==> config.mk <==
export PLATFORM = sky130hd
export DESIGN_NAME = traffic_monitor_flat
export DESIGN_NICKNAME = d
export VERILOG_FILES = /design/src/rtl/traffic_monitor_if.sv /design/src/rtl/traffic_monitor.sv /design/src/flat_wrapper.sv
export SDC_FILE = /design/constraint.sdc
export NUM_CORES = 1
export LEC_CHECK = 0
export CAP_MARGIN = 20
export CORE_ASPECT_RATIO = 0.6
export CORE_UTILIZATION = 45
export CTS_BUF_LIST = sky130_fd_sc_hd__clkbuf_16
export DETAILED_ROUTE_END_ITERATION = 8
export GPL_TIMING_DRIVEN = 0
export PLACE_DENSITY = 0.66
export REMOVE_ABC_BUFFERS = 1
export SKIP_CTS_REPAIR_TIMING = 1
export SYNTH_ARGS = -nofsm -noshare
export SYNTH_HDL_FRONTEND = slang
export SYNTH_SLANG_ARGS = --single-unit
==> constraint.sdc <==
create_clock -name clk -period 3.6 [get_ports clk]
set_input_delay 0.72 -clock clk [delete_from_list [all_inputs] [get_ports clk]]
set_output_delay 0.72 -clock clk [all_outputs]
set_load 0.03 [all_outputs]
==> src/rtl/traffic_monitor_if.sv <==
`default_nettype none
// +----------------------------------------------------------------------+
// | Module      : traffic_monitor_if                                     |
// | Description : Lamp-code bus between an intersection controller and   |
// |               the traffic_monitor safety checker.                    |
// | Revision    : 1.0 - initial release                                  |
// +----------------------------------------------------------------------+
interface traffic_monitor_if;
   logic [4:0] p1;
   logic [4:0] p2;
   logic [4:0] p3;
   logic [4:0] p4;
   logic [3:0] pl;
   logic       clr_fault;
   logic [1:0] lamp1;
   logic [1:0] lamp2;
   logic [1:0] lamp3;
   logic [1:0] lamp4;
   logic       ped_walk;
   logic       fault;
   logic [2:0] fault_code;
   logic [2:0] fault_src;
   logic       force_red;
   logic [7:0] round_cnt;

   // Controller / environment side
   modport master (
      output p1, p2, p3, p4, pl, clr_fault,
      input  lamp1, lamp2, lamp3, lamp4, ped_walk,
      input  fault, fault_code, fault_src, force_red, round_cnt
   );

   // Monitor side
   modport slave (
      input  p1, p2, p3, p4, pl, clr_fault,
      output lamp1, lamp2, lamp3, lamp4, ped_walk,
      output fault, fault_code, fault_src, force_red, round_cnt
   );
endinterface
`default_nettype wire

==> src/rtl/traffic_monitor.sv <==
`default_nettype none
// +----------------------------------------------------------------------+
// | Module      : traffic_monitor                                        |
// | Description : Samples the intersection lamp codes, decodes them and  |
// |               latches the first safety fault (invalid code, conflict,|
// |               illegal sequence, short yellow, stuck inputs).         |
// | Revision    : 1.0 - initial release                                  |
// +----------------------------------------------------------------------+
module traffic_monitor #(
   parameter int MIN_YELLOW = 2,
   parameter int WDOG_LIMIT = 64
) (
   input  logic             clk,
   input  logic             reset,
   traffic_monitor_if.slave bus
);

   // Enum values double as the lamp output encoding
   typedef enum logic [1:0] {
      ROAD_RED    = 2'b00,
      ROAD_GREEN  = 2'b01,
      ROAD_YELLOW = 2'b10,
      ROAD_BAD    = 2'b11
   } road_e;

   localparam logic [4:0]  c_ROAD_GREEN  = 5'b10011;
   localparam logic [4:0]  c_ROAD_YELLOW = 5'b01000;
   localparam logic [4:0]  c_ROAD_RED    = 5'b00100;
   localparam logic [3:0]  c_PED_WALK    = 4'b0000;
   localparam logic [3:0]  c_PED_STOP    = 4'b1111;
   // Sample word layout: {pl, p4, p3, p2, p1}
   localparam logic [23:0] c_IDLE_PATTERN = {c_PED_STOP, {4{c_ROAD_RED}}};
   localparam int          WD_W           = $clog2(WDOG_LIMIT + 1);
   localparam logic [WD_W-1:0] c_WD_MAX   = WD_W'(WDOG_LIMIT);
   localparam logic [4:0]  c_MIN_YELLOW   = 5'(MIN_YELLOW);
   localparam logic [3:0]  c_DWELL_MAX    = 4'd15;

   function automatic road_e decode_road(input logic [4:0] code);
      case (code)
         c_ROAD_GREEN:  decode_road = ROAD_GREEN;
         c_ROAD_YELLOW: decode_road = ROAD_YELLOW;
         c_ROAD_RED:    decode_road = ROAD_RED;
         default:       decode_road = ROAD_BAD;
      endcase
   endfunction

   // Index of the lowest set bit (bit 0 = pedestrian, 1..4 = roads)
   function automatic logic [2:0] first_set(input logic [4:0] v);
      first_set = 3'd0;
      for (int k = 4; k >= 0; k--) begin
         if (v[k]) first_set = 3'(k);
      end
   endfunction

   logic [23:0]     samp_q, prev_q;
   road_e           st_q [4];
   road_e           st_d [4];
   logic [3:0]      dwell_q [4];
   logic [3:0]      dwell_d [4];
   logic [WD_W-1:0] wdog_q, wdog_d;
   logic            fault_q, fault_d;
   logic [2:0]      code_q, code_d;
   logic [2:0]      src_q, src_d;
   logic [7:0]      round_q, round_d;

   road_e           w_dec [4];
   logic            w_walk;
   logic            w_same;
   logic [4:0]      w_inv, w_nonred, w_illegal, w_short;
   logic [2:0]      w_nonred_cnt;
   logic            w_new_fault;
   logic [2:0]      w_new_code, w_new_src;

   assign w_walk = (samp_q[23:20] == c_PED_WALK);
   assign w_same = (samp_q == prev_q);

   // Decode the sampled road codes
   always_comb begin
      for (int i = 0; i < 4; i++) begin
         w_dec[i] = decode_road(samp_q[5*i +: 5]);
      end
   end

   // Per-source fault conditions from sample stage versus tracked history
   always_comb begin
      w_inv        = 5'd0;
      w_nonred     = 5'd0;
      w_illegal    = 5'd0;
      w_short      = 5'd0;
      w_nonred_cnt = 3'd0;
      w_inv[0]     = !((samp_q[23:20] == c_PED_WALK) || (samp_q[23:20] == c_PED_STOP));
      for (int i = 0; i < 4; i++) begin
         w_inv[i+1]    = (w_dec[i] == ROAD_BAD);
         w_nonred[i+1] = (w_dec[i] == ROAD_GREEN) || (w_dec[i] == ROAD_YELLOW);
         w_nonred_cnt  = w_nonred_cnt + {2'b00, w_nonred[i+1]};
         // An invalid code is reported as such and never as a transition
         if (w_dec[i] != ROAD_BAD) begin
            case (st_q[i])
               ROAD_RED:    w_illegal[i+1] = (w_dec[i] == ROAD_YELLOW);
               ROAD_GREEN:  w_illegal[i+1] = (w_dec[i] == ROAD_RED);
               ROAD_YELLOW: begin
                  w_illegal[i+1] = (w_dec[i] == ROAD_GREEN);
                  w_short[i+1]   = (w_dec[i] == ROAD_RED) &&
                                   ({1'b0, dwell_q[i]} < c_MIN_YELLOW);
               end
               default:     w_illegal[i+1] = 1'b0;
            endcase
         end
      end
   end

   // Pick the winning fault: lowest code, then lowest source
   always_comb begin
      w_new_fault = 1'b0;
      w_new_code  = 3'd0;
      w_new_src   = 3'd0;
      if (|w_inv) begin
         w_new_fault = 1'b1;
         w_new_code  = 3'd1;
         w_new_src   = first_set(w_inv);
      end else if (w_nonred_cnt > 3'd1) begin
         w_new_fault = 1'b1;
         w_new_code  = 3'd2;
         w_new_src   = first_set(w_nonred);
      end else if (w_walk && (w_nonred_cnt != 3'd0)) begin
         w_new_fault = 1'b1;
         w_new_code  = 3'd3;
      end else if (|w_illegal) begin
         w_new_fault = 1'b1;
         w_new_code  = 3'd4;
         w_new_src   = first_set(w_illegal);
      end else if (|w_short) begin
         w_new_fault = 1'b1;
         w_new_code  = 3'd5;
         w_new_src   = first_set(w_short);
      end else if (wdog_q == c_WD_MAX) begin
         w_new_fault = 1'b1;
         w_new_code  = 3'd6;
      end
   end

   // Next state for road tracking, dwell, rotation count, watchdog and fault latch
   always_comb begin
      for (int i = 0; i < 4; i++) begin
         st_d[i]    = st_q[i];
         dwell_d[i] = dwell_q[i];
         if (w_dec[i] != ROAD_BAD) begin
            st_d[i] = w_dec[i];
            // Dwell counts yellow sample cycles, restarting at each yellow entry
            if (w_dec[i] == ROAD_YELLOW) begin
               if (st_q[i] != ROAD_YELLOW)
                  dwell_d[i] = 4'd1;
               else if (dwell_q[i] != c_DWELL_MAX)
                  dwell_d[i] = dwell_q[i] + 4'd1;
            end
         end
      end

      round_d = round_q;
      if ((st_q[0] == ROAD_RED) && (w_dec[0] == ROAD_GREEN))
         round_d = round_q + 8'd1;

      wdog_d = '0;
      if (!bus.clr_fault && w_same)
         wdog_d = (wdog_q == c_WD_MAX) ? wdog_q : wdog_q + 1'b1;

      fault_d = fault_q;
      code_d  = code_q;
      src_d   = src_q;
      if (bus.clr_fault) begin
         fault_d = 1'b0;
         code_d  = 3'd0;
         src_d   = 3'd0;
      end
      // A fault arriving with the clear wins over the clear
      if (w_new_fault && (!fault_q || bus.clr_fault)) begin
         fault_d = 1'b1;
         code_d  = w_new_code;
         src_d   = w_new_src;
      end
   end

   // State registers; reset loads the idle all-red / STOP pattern
   always_ff @(posedge clk or negedge reset) begin
      if (!reset) begin
         samp_q  <= c_IDLE_PATTERN;
         prev_q  <= c_IDLE_PATTERN;
         for (int i = 0; i < 4; i++) begin
            st_q[i]    <= ROAD_RED;
            dwell_q[i] <= 4'd0;
         end
         wdog_q  <= '0;
         fault_q <= 1'b0;
         code_q  <= 3'd0;
         src_q   <= 3'd0;
         round_q <= 8'd0;
      end else begin
         samp_q  <= {bus.pl, bus.p4, bus.p3, bus.p2, bus.p1};
         prev_q  <= samp_q;
         for (int i = 0; i < 4; i++) begin
            st_q[i]    <= st_d[i];
            dwell_q[i] <= dwell_d[i];
         end
         wdog_q  <= wdog_d;
         fault_q <= fault_d;
         code_q  <= code_d;
         src_q   <= src_d;
         round_q <= round_d;
      end
   end

   assign bus.lamp1      = w_dec[0];
   assign bus.lamp2      = w_dec[1];
   assign bus.lamp3      = w_dec[2];
   assign bus.lamp4      = w_dec[3];
   assign bus.ped_walk   = w_walk;
   assign bus.fault      = fault_q;
   assign bus.fault_code = code_q;
   assign bus.fault_src  = src_q;
   assign bus.force_red  = fault_q;
   assign bus.round_cnt  = round_q;

endmodule
`default_nettype wire

==> src/flat_wrapper.sv <==
// flat-port wrapper written by rule: the top's interface ports become plain ports
module traffic_monitor_flat 
#(
   parameter int MIN_YELLOW = 2,
   parameter int WDOG_LIMIT = 64
)
  (clk, reset, bus_p1, bus_p2, bus_p3, bus_p4, bus_pl, bus_clr_fault, bus_lamp1, bus_lamp2, bus_lamp3, bus_lamp4, bus_ped_walk, bus_fault, bus_fault_code, bus_fault_src, bus_force_red, bus_round_cnt);
  traffic_monitor_if bus_i ();
  input  logic clk;
  input  logic reset;
  input wire logic [$bits(bus_i.p1)-1:0] bus_p1;
  input wire logic [$bits(bus_i.p2)-1:0] bus_p2;
  input wire logic [$bits(bus_i.p3)-1:0] bus_p3;
  input wire logic [$bits(bus_i.p4)-1:0] bus_p4;
  input wire logic [$bits(bus_i.pl)-1:0] bus_pl;
  input wire logic [$bits(bus_i.clr_fault)-1:0] bus_clr_fault;
  output wire logic [$bits(bus_i.lamp1)-1:0] bus_lamp1;
  output wire logic [$bits(bus_i.lamp2)-1:0] bus_lamp2;
  output wire logic [$bits(bus_i.lamp3)-1:0] bus_lamp3;
  output wire logic [$bits(bus_i.lamp4)-1:0] bus_lamp4;
  output wire logic [$bits(bus_i.ped_walk)-1:0] bus_ped_walk;
  output wire logic [$bits(bus_i.fault)-1:0] bus_fault;
  output wire logic [$bits(bus_i.fault_code)-1:0] bus_fault_code;
  output wire logic [$bits(bus_i.fault_src)-1:0] bus_fault_src;
  output wire logic [$bits(bus_i.force_red)-1:0] bus_force_red;
  output wire logic [$bits(bus_i.round_cnt)-1:0] bus_round_cnt;
  assign bus_i.p1 = bus_p1;
  assign bus_i.p2 = bus_p2;
  assign bus_i.p3 = bus_p3;
  assign bus_i.p4 = bus_p4;
  assign bus_i.pl = bus_pl;
  assign bus_i.clr_fault = bus_clr_fault;
  assign bus_lamp1 = bus_i.lamp1;
  assign bus_lamp2 = bus_i.lamp2;
  assign bus_lamp3 = bus_i.lamp3;
  assign bus_lamp4 = bus_i.lamp4;
  assign bus_ped_walk = bus_i.ped_walk;
  assign bus_fault = bus_i.fault;
  assign bus_fault_code = bus_i.fault_code;
  assign bus_fault_src = bus_i.fault_src;
  assign bus_force_red = bus_i.force_red;
  assign bus_round_cnt = bus_i.round_cnt;
  traffic_monitor #(.MIN_YELLOW(MIN_YELLOW), .WDOG_LIMIT(WDOG_LIMIT)) u_core (.clk(clk), .reset(reset), .bus(bus_i));
endmodule
Yosys cells after proc, flatten, opt, wreduce, memory -nomap -nowiden
Index checks and enable logic that the tools add are counted.
{"block": "classes", "n_addsub": 9, "order_cmp": 5, "n_eq_ne": 48, "muxes": 69, "reduce_logical": 39}
{"cell": "$mux W3", "n": 31}
{"cell": "$mux W4", "n": 8}
{"cell": "$eq A2 B2 Y1 const B", "n": 12}
{"cell": "$eq A24 B24 Y1", "n": 1}
{"cell": "$pmux W2 S3", "n": 4}
{"cell": "$eq A5 B3 Y1 const B", "n": 4}
{"cell": "$eq A5 B4 Y1 const B", "n": 4}
{"cell": "$eq A5 B5 Y1 const B", "n": 4}
{"cell": "$mux W1", "n": 20}
{"cell": "$ne A2 B2 Y1 const B", "n": 9}
{"cell": "$add A4 B1 Y4 const B", "n": 4}
{"cell": "$eq A2 B1 Y1 const B", "n": 8}
{"cell": "$logic_not A2 Y1", "n": 8}
{"cell": "$lt A4 B2 Y1 const B", "n": 4}
{"cell": "$ne A4 B4 Y1 const B", "n": 4}
{"cell": "$mux W7", "n": 2}
{"cell": "$pmux W1 S3", "n": 4}
{"cell": "$reduce_and A3 Y1", "n": 4}
{"cell": "$reduce_bool A2 Y1", "n": 5}
{"cell": "$add A8 B1 Y8 const B", "n": 1}
{"cell": "$logic_and A1 B1 Y1", "n": 8}
{"cell": "$reduce_or A4 Y1", "n": 2}
{"cell": "$add A7 B1 Y7 const B", "n": 1}
{"cell": "$eq A7 B7 Y1 const B", "n": 1}
{"cell": "9 further kinds", "n": 17}
{"block": "totals", "register_bits": 94, "inputBits": 27, "out_inout_bits": 25}

Logic depth before layout (Yosys ltp)
Gate-level depths: netlist (run 1).
{"block": "logic_depth", "depth_word": 16, "ltp_mapped": 15}

Worst setup path before layout (run 1)
Ideal clock, no wire load.
{"block": "synth_timing", "path_kind": "register to register", "from": "reg u_core.samp_q[0]", "to": "reg u_core.src_q[2], in the netlist u_core.bus.fault_src[2]", "setup_time_ps": 125, "arrival_ps": 3615, "required_time_ps": 3475, "setup_slack_ps": -140, "stages_incl_launch_ff": 14, "n_path_buf": 0, "period_less_slack_ps": 3740, "path_cell_list": "dfrtp_1 nor3_2 nand2_1 a21o_1 ha_1 inv_1 ha_1 fa_1 ha_1 o31ai_1 nand2_1 nor2_8 a21o_4 mux2_4"}
{"block": "synth_via", "elab_chain_len": 14}
{"element": "from (decl)", "line_no": "traffic_monitor.sv:55", "text": "logic [23:0] samp_q, prev_q;"}
{"element": "from (signal assigned)", "line_no": "traffic_monitor.sv:186", "text": "samp_q <= c_IDLE_PATTERN;"}
{"element": "from (signal assigned)", "line_no": "traffic_monitor.sv:198", "text": "samp_q <= {bus.pl, bus.p4, bus.p3, bus.p2, bus.p1};"}
{"element": "$eq A5 B3 Y1, or another cell as far along", "line_no": "traffic_monitor.sv:39", "text": "case (code)"}
{"element": "$pmux W2 S3 (*)", "line_no": "traffic_monitor.sv:39"}
{"element": "named net bus_lamp1[1]", "line_no": "flat_wrapper.sv:17", "text": "output wire logic [$bits(bus_i.lamp1)-1:0] bus_lamp1;"}
{"element": "parallel branches: the longest is 12 deep, another holds $add A3 B1 Y3"}
{"element": "to (signal assigned)", "line_no": "traffic_monitor.sv:207", "text": "src_q <= src_d;"}
{"element": "to (decl)", "line_no": "traffic_monitor.sv:63", "text": "logic [2:0] src_q, src_d;"}
Mark *: on every way through the listed nets, which the timed path passes.
A chain may end at the register's enable or synchronous reset.

Worst setup path after layout (run 1)
{"block": "layout_timing", "from": "reg u_core.samp_q[1]", "to": "reg u_core.src_q[2], in the netlist u_core.bus.fault_src[2]"}
{"block": "layout_via", "elab_chain_len": 14}
{"element": "$eq A5 B3 Y1, or another cell as far along", "line_no": "traffic_monitor.sv:39"}
{"element": "$pmux W2 S3 (*)", "line_no": "traffic_monitor.sv:39"}
{"element": "parallel branches: the longest is 12 deep, another holds $add A3 B1 Y3"}
Every way passes the cells marked *.

==> results_dict.tcl, run 1 <==
set metrics [dict create \
    status "completed" \
    dieHeight_um 80.04 \
    max-cap-violations 0 \
    power_density_nw_per_um2 451.5 \
    max_clock_freq_mhz 284.6 \
    multi_input_area_um2 2195 \
    drive_gt1_frac 0.1670 \
    final_core_utilization 0.5817 \
    tns_ns 0 \
    finalCritPeriodShare 0.9761 \
    grt_start_max_net_pins 68 \
    p_leak_nw 2.399 \
    cts-buffers-inserted 9 \
    nets 523 \
    ys_seq_area_frac 0.5195 \
    die-area_um2 10570 \
    grt-ovfl-total 0 \
    drt-total-wl_mm 9.514 \
    via_per_inst 5.292 \
    htreeDepth 3 \
    grt_usage 0.1964 \
    clock-sinks 94 \
    synth_common_cells "78 x dfrtp_1, 41 x nand2_1, 27 x nor2_1, 27 x o21ai_0, 24 x xnor2_1" \
    cts_root_buffer "clkbuf_16" \
    internal-power_w 0.001905 \
    critical_path_required_ns 3.83 \
    ys_types 66 \
    ant_nets 0 \
    n_fill_cell 822 \
    worst-setup-path-type "reg -> reg" \
    crit_fanout 5 \
    synth.area.top_cells "dfrtp_1 43%, dfstp_2 9.2%, xnor2_1 4.6%" \
    syn2layout_area_growth_pct 25.40 \
    relSlewSlack 0.5743 \
    peakVddDrop_mv 0.3672 \
    yosys.area.top_type "dfrtp_1" \
    yosysMostFrequentCell "dfrtp_1" \
    synth.avg_cell_area_um2 11.11 \
    first_pass_iters 4 \
    yosysWarnings 0 \
    min_period_ns 3.514 \
    cp-start-kind "flip-flop" \
    area.sequential_um2 2377 \
    syn_area_um2 4567 \
    grt_pass1_wl_mm 15.73 \
    synth_edf_count 0 \
    die_w_um 132.1 \
    gp_congestion 0.7774 \
    swShare 0.2633 \
    drc_errors 0 \
    final-hold-violation-count 0 \
    critPathCaptureType "flip-flop" \
    diodes 0 \
    antenna_found_initial 0 \
    cts_tree "built" \
    drt-initial-drc-count 233 \
    first_global_vias 3058 \
    clk-insertion-delay-late_ns 0.35 \
    skew_ns 0.006637 \
    worst_pin_slew_ns 0.6366 \
    setup_ws_ns 0.08619 \
    io_pins 52 \
    cp.arrival_ns 3.74 \
    power.switching_w 0.0006809 \
    vias 3281 \
    p_seq_frac 0.477 \
    worstReg2RegStart "u_core.samp_q[1]" \
    clock_path_buffers 2 \
    crit_path_start "u_core.samp_q[1]" \
    power_frac_comb 0.127 \
    hold_ws_ns 0.2963 \
    async_flop_share 1.000 \
    synth-seq-cells 94 \
    clkTransAtPathRegs_ns 0.07 \
    finalSetupViolCount 0 \
    rows 28 \
    synth_top_area_frac 0.4274 \
    start_util 0.4639 \
    routedWlPerCell_um 15.35 \
    core-area_um2 9844 \
    drv_slew 0 \
    portBuffers 51 \
    hp-class "in -> async" \
    dp_slack_ns -0.4814 \
    dp_hpwl_mm 6.983 \
    netlist_instances 411 \
    synth_top_flop_cell "dfrtp_1" \
    p_clk_frac 0.396 \
]
## worst paths after layout
check	end	slack [ns]	cells past startpoint
max	u_core.bus.fault_src[2]	0.09	13
min reg2reg	u_core.prev_q[22]	0.40	0
max in group asynchronous	u_core.samp_q[2]	2.62	2
max reg2reg	u_core.bus.fault_src[2]	0.09	13
min	u_core.dwell_q[2]	0.30	1
min in group clk	u_core.prev_q[22]	0.40	0
## worst max-delay path: stages (launching register included)
cell and delay, ns:
dfrtp_2 0.44, nor3_4 0.26, nand2_2 0.10, a21o_1 0.21, ha_1 0.30, inv_1 0.07, ha_1 0.32, fa_2 0.40
ha_4 0.23, o31ai_4 0.31, nand2_4 0.13, nor2_8 0.15, a21o_4 0.16, mux2_4 0.29
## flip-flops by register name (all words and copies together) (netlist names)
| name | count |
|---|---|
| u_core.samp_q | 24 |
| u_core.st_q | 8 |
| u_core.prev_q | 24 |
| u_core.dwell_q | 16 |
| u_core.wdog_q | 7 |
| u_core.bus.fault_code | 3 |
| u_core.bus.round_cnt | 8 |
| u_core.bus.fault_src | 3 |
| u_core.bus.fault | 1 |
## layer usage
layer | share of wire | track usage | wire (um)
met1 | 0.52 | 0.2931 | 4979
met2 | 0.42 | 0.2757 | 3986
met3 | 0.053 | 0.06603 | 504
met4 | 0.0045 | 0.03256 | 43
met5 | 0 | 0 | 0
## power groups by stage
stage / Clock, W / Sequential, W / Combinational (W)
2_1_floorplan: 0 / 0.00126 / 0.000159
5_1_grt: 0.00109 / 0.00125 / 0.000363
3_3_place_gp: 0 / 0.00125 / 0.000301
6_report: 0.00102 / 0.00123 / 0.000329
3_5_place_dp: 0 / 0.00125 / 0.000315
4_1_cts: 0.00105 / 0.00123 / 0.000317
## cell type report
class	count	share of cell area
Inverter	16	0.01049
Tap cell	135	0.02950
Timing Repair Buffer	61	0.1053
Clock buffer	9	0.03933
Clock inverter	7	0.01704
Sequential cell	94	0.4151
Multi-Input combinational cell	298	0.3832
## cells by family (layout without fill, tap and decap cells)
logic type / count (synthesis) / in the layout / share of synthesized area
compound gates: 70 / 70 / 0.1060
xor+xnor: 40 / 40 / 0.07836
fa+ha+maj: 16 / 16 / 0.04548
buf+inv: 19 / 93 / 0.01753
flops: 94 / 94 / 0.5195
mux: 9 / 9 / 0.02192
simple gates: 163 / 163 / 0.2112
## per-stage QoR
step | cell area [um^2] | instances | total power (W)
after floorplan | 4547 | 408 | 0.001415
after global routing | 5727 | 620 | 0.002701
after global placement | 5226 | 594 | 0.001548
final | 5727 | 620 | 0.002586
after CTS | 5574 | 611 | 0.002600
after detailed placement | 5251 | 595 | 0.001567
## cell usage in the layout, fill, tap and decap left out, drive strengths merged, types with 4 or more instances in the layout
master | netlist | layout
ha | 15 | 15
nor3 | 13 | 13
and3 | 5 | 5
clkbuf | 0 | 9
nor2b | 11 | 11
a31oi | 4 | 4
clkdlybuf4s50 | 0 | 50
o31ai | 4 | 4
inv | 16 | 19
mux2i | 4 | 4
a21oi | 9 | 9
xor2 | 16 | 16
nand2 | 41 | 41
dfstp | 16 | 16
o21ai | 29 | 29
nor4 | 4 | 4
nand3b | 6 | 6
nand4 | 15 | 15
nor2 | 28 | 28
dfrtp | 78 | 78
xnor2 | 24 | 24
mux2 | 5 | 5
nand2b | 9 | 9
nand3 | 11 | 11
buf | 3 | 11
No activity file was read; power rests on OpenSTA's default activity.
==> run 2: changes to the inputs <==
--- a/config.mk
+++ b/config.mk
@@ -10,9 +10,11 @@
 export CORE_UTILIZATION = 45
 export CTS_BUF_LIST = sky130_fd_sc_hd__clkbuf_16
 export DETAILED_ROUTE_END_ITERATION = 8
+export DONT_BUFFER_PORTS = 1
 export GPL_TIMING_DRIVEN = 0
-export PLACE_DENSITY = 0.66
+export PLACE_DENSITY = 0.59
 export REMOVE_ABC_BUFFERS = 1
+export SETUP_SLACK_MARGIN = 0.3
 export SKIP_CTS_REPAIR_TIMING = 1
 export SYNTH_ARGS = -nofsm -noshare
 export SYNTH_HDL_FRONTEND = slang
==> run 2 against run 1 <==
  * Cell count down 6.9%
  * Clock-buffer cell count unchanged
  * Global-route usage down 1.3 points
  * Die area unchanged
  * Non-clock buffer count shrank 43
  * First-iteration DRC count fell by 17%
  * Power decreased by 7.7%
  * Clock skew is essentially flat
  * Flip-flop and latch count unchanged
  * Critical path depth is 1 lower
  * Critical endpoint unchanged
  * Largest power group unchanged
==> results_dict.tcl, run 2 (synthesized netlist as in run 1, its figures left out) <==
set metrics [dict create \
    status "completed" \
    power_density_nw_per_um2 451.2 \
    cp.arrival_ns 3.62 \
    gp_congestion 0.8395 \
    die_w_um 132.1 \
    first_pass_iters 4 \
    diodes 0 \
    io_pins 52 \
    drt-initial-drc-count 194 \
    cts_root_buffer "clkbuf_16" \
    drc_errors 0 \
    clk-insertion-delay-late_ns 0.35 \
    die-area_um2 10570 \
    n_fill_cell 864 \
    grt-ovfl-total 0 \
    first_global_vias 2791 \
    p_leak_nw 2.209 \
    final-hold-violation-count 0 \
    power_frac_comb 0.095 \
    final_core_utilization 0.5372 \
    nets 480 \
    rsz0062_at_grt "true" \
    peakVddDrop_mv 0.2645 \
    dieHeight_um 80.04 \
    portBuffers 0 \
    layout_common_cells "74 x dfrtp_1, 37 x nand2_1, 26 x nor2_1, 26 x o21ai_0, 24 x xnor2_1" \
    hold_ws_ns 0.06587 \
    p_clk_frac 0.375 \
    finalCritPeriodShare 0.9416 \
    drive_gt1_frac 0.2195 \
    grt_pass1_wl_mm 14.60 \
    path_cells "nand2_2 > a21o_4 > ha_4 > inv_4 > ha_4 > fa_2 > ha_4 > o31ai_4 > nand2_4 > nor2_8 > a21o_4 > mux2_4" \
    hp-class "in -> async" \
    start_util 0.4639 \
    antenna_found_initial 0 \
    clock-sinks 94 \
    critical_path_required_ns 3.83 \
    htreeDepth 3 \
    dp_hpwl_mm 6.552 \
    grt_usage 0.1838 \
    cp-start-kind "flip-flop" \
    worst_pin_slew_ns 1.116 \
    grt_start_max_net_pins 95 \
    max_clock_freq_mhz 295.0 \
    syn2layout_area_growth_pct 15.81 \
    crit_path_max_incr_delay_ns 0.66 \
    rows 28 \
    routedWlPerCell_um 16.02 \
    via_per_inst 5.411 \
    drt-total-wl_mm 9.246 \
    p_seq_frac 0.530 \
    largest_registers "u_core.prev_q (24), u_core.samp_q (24), u_core.dwell_q (16)" \
    clkTransAtPathRegs_ns 0.07 \
    relSlewSlack 0.2500 \
    cpMostUsedCell "ha_4" \
    core-area_um2 9844 \
    swShare 0.2780 \
    tns_ns 0 \
    clock_path_buffers 2 \
    cts-buffers-inserted 9 \
    finalPower_w 0.002386 \
    skew_ns 0.006421 \
    max-cap-violations 0 \
    final_common_cell "dfrtp_1" \
    power.switching_w 0.0006635 \
    cts_tree "built" \
    min_period_ns 3.390 \
    worst-setup-path-type "reg -> reg" \
    critPathCaptureType "flip-flop" \
    vias 3122 \
    finalSetupViolCount 0 \
    ant_nets 0 \
    cpMaxStageDelayCell "dfstp_2" \
    crit_fanout 7 \
    internal-power_w 0.001723 \
    drv_slew 0 \
]
==> run 2: routing by layer <==
metal  part of all wire  track usage  routed length [um]
met1               0.53       0.2745                4858
met2               0.41       0.2397                3759
met3              0.059      0.07556                 546
met4             0.0089      0.04186                  82
met5                  0            0                   0
==> run 2: final timing paths <==
kind	to	cells after the start	slack [ns]	from
min in group clk	u_core.samp_q[2]	0	0.36	bus_p1[2]
max in group asynchronous	u_core.prev_q[2]	0	3.30	reset
min	u_core.dwell_q[3]	0	0.07	reset
min reg2reg	u_core.prev_q[23]	0	0.39	u_core.samp_q[23]
max	u_core.bus.fault_src[2]	12	0.21	u_core.samp_q[2]
max reg2reg	u_core.bus.fault_src[2]	12	0.21	u_core.samp_q[2]
==> run 2: area by class of cell <==
cell class	instances	area (um^2)	area share
Clock inverter	7	57.56	0.01088
Multi-Input combinational cell	298	2260	0.4273
Timing Repair Buffer	18	135.1	0.02555
Inverter	16	65.06	0.01230
Tap cell	135	168.9	0.03194
Sequential cell	94	2377	0.4495
Clock buffer	9	225.2	0.04258
==> run 2: through the flow <==
step,cells,area [um^2],setup slack (ns)
3_3_place_gp,543,4716,-0.5243
5_1_grt,577,5289,0.06701
2_1_floorplan,408,4547,-0.1403
6_report,577,5289,0.2104
3_5_place_dp,543,4716,-0.5336
4_1_cts,559,4999,-0.5655
==> run 2: power groups by stage <==
stage                     sequential (W)  combinational (W)  clock [W]
final                            0.00127           0.000226   0.000894
after global routing             0.00128           0.000256   0.000969
after CTS                        0.00126           0.000195   0.000922
after detailed placement         0.00128           0.000194          0
after global placement           0.00128           0.000188          0
after floorplan                  0.00126           0.000159          0
==> run 2: critical path: cells and delay by family, from the launching register on <==
family                   cells  cell delay (ns)
adder cells (fa/ha/maj)      4             1.16
AO/OA/AOI/OAI                3             0.73
AND/OR/NAND/NOR              3             0.38
flip-flops                   1             0.66
multiplexers                 1             0.29
buffers and inverters        1             0.04
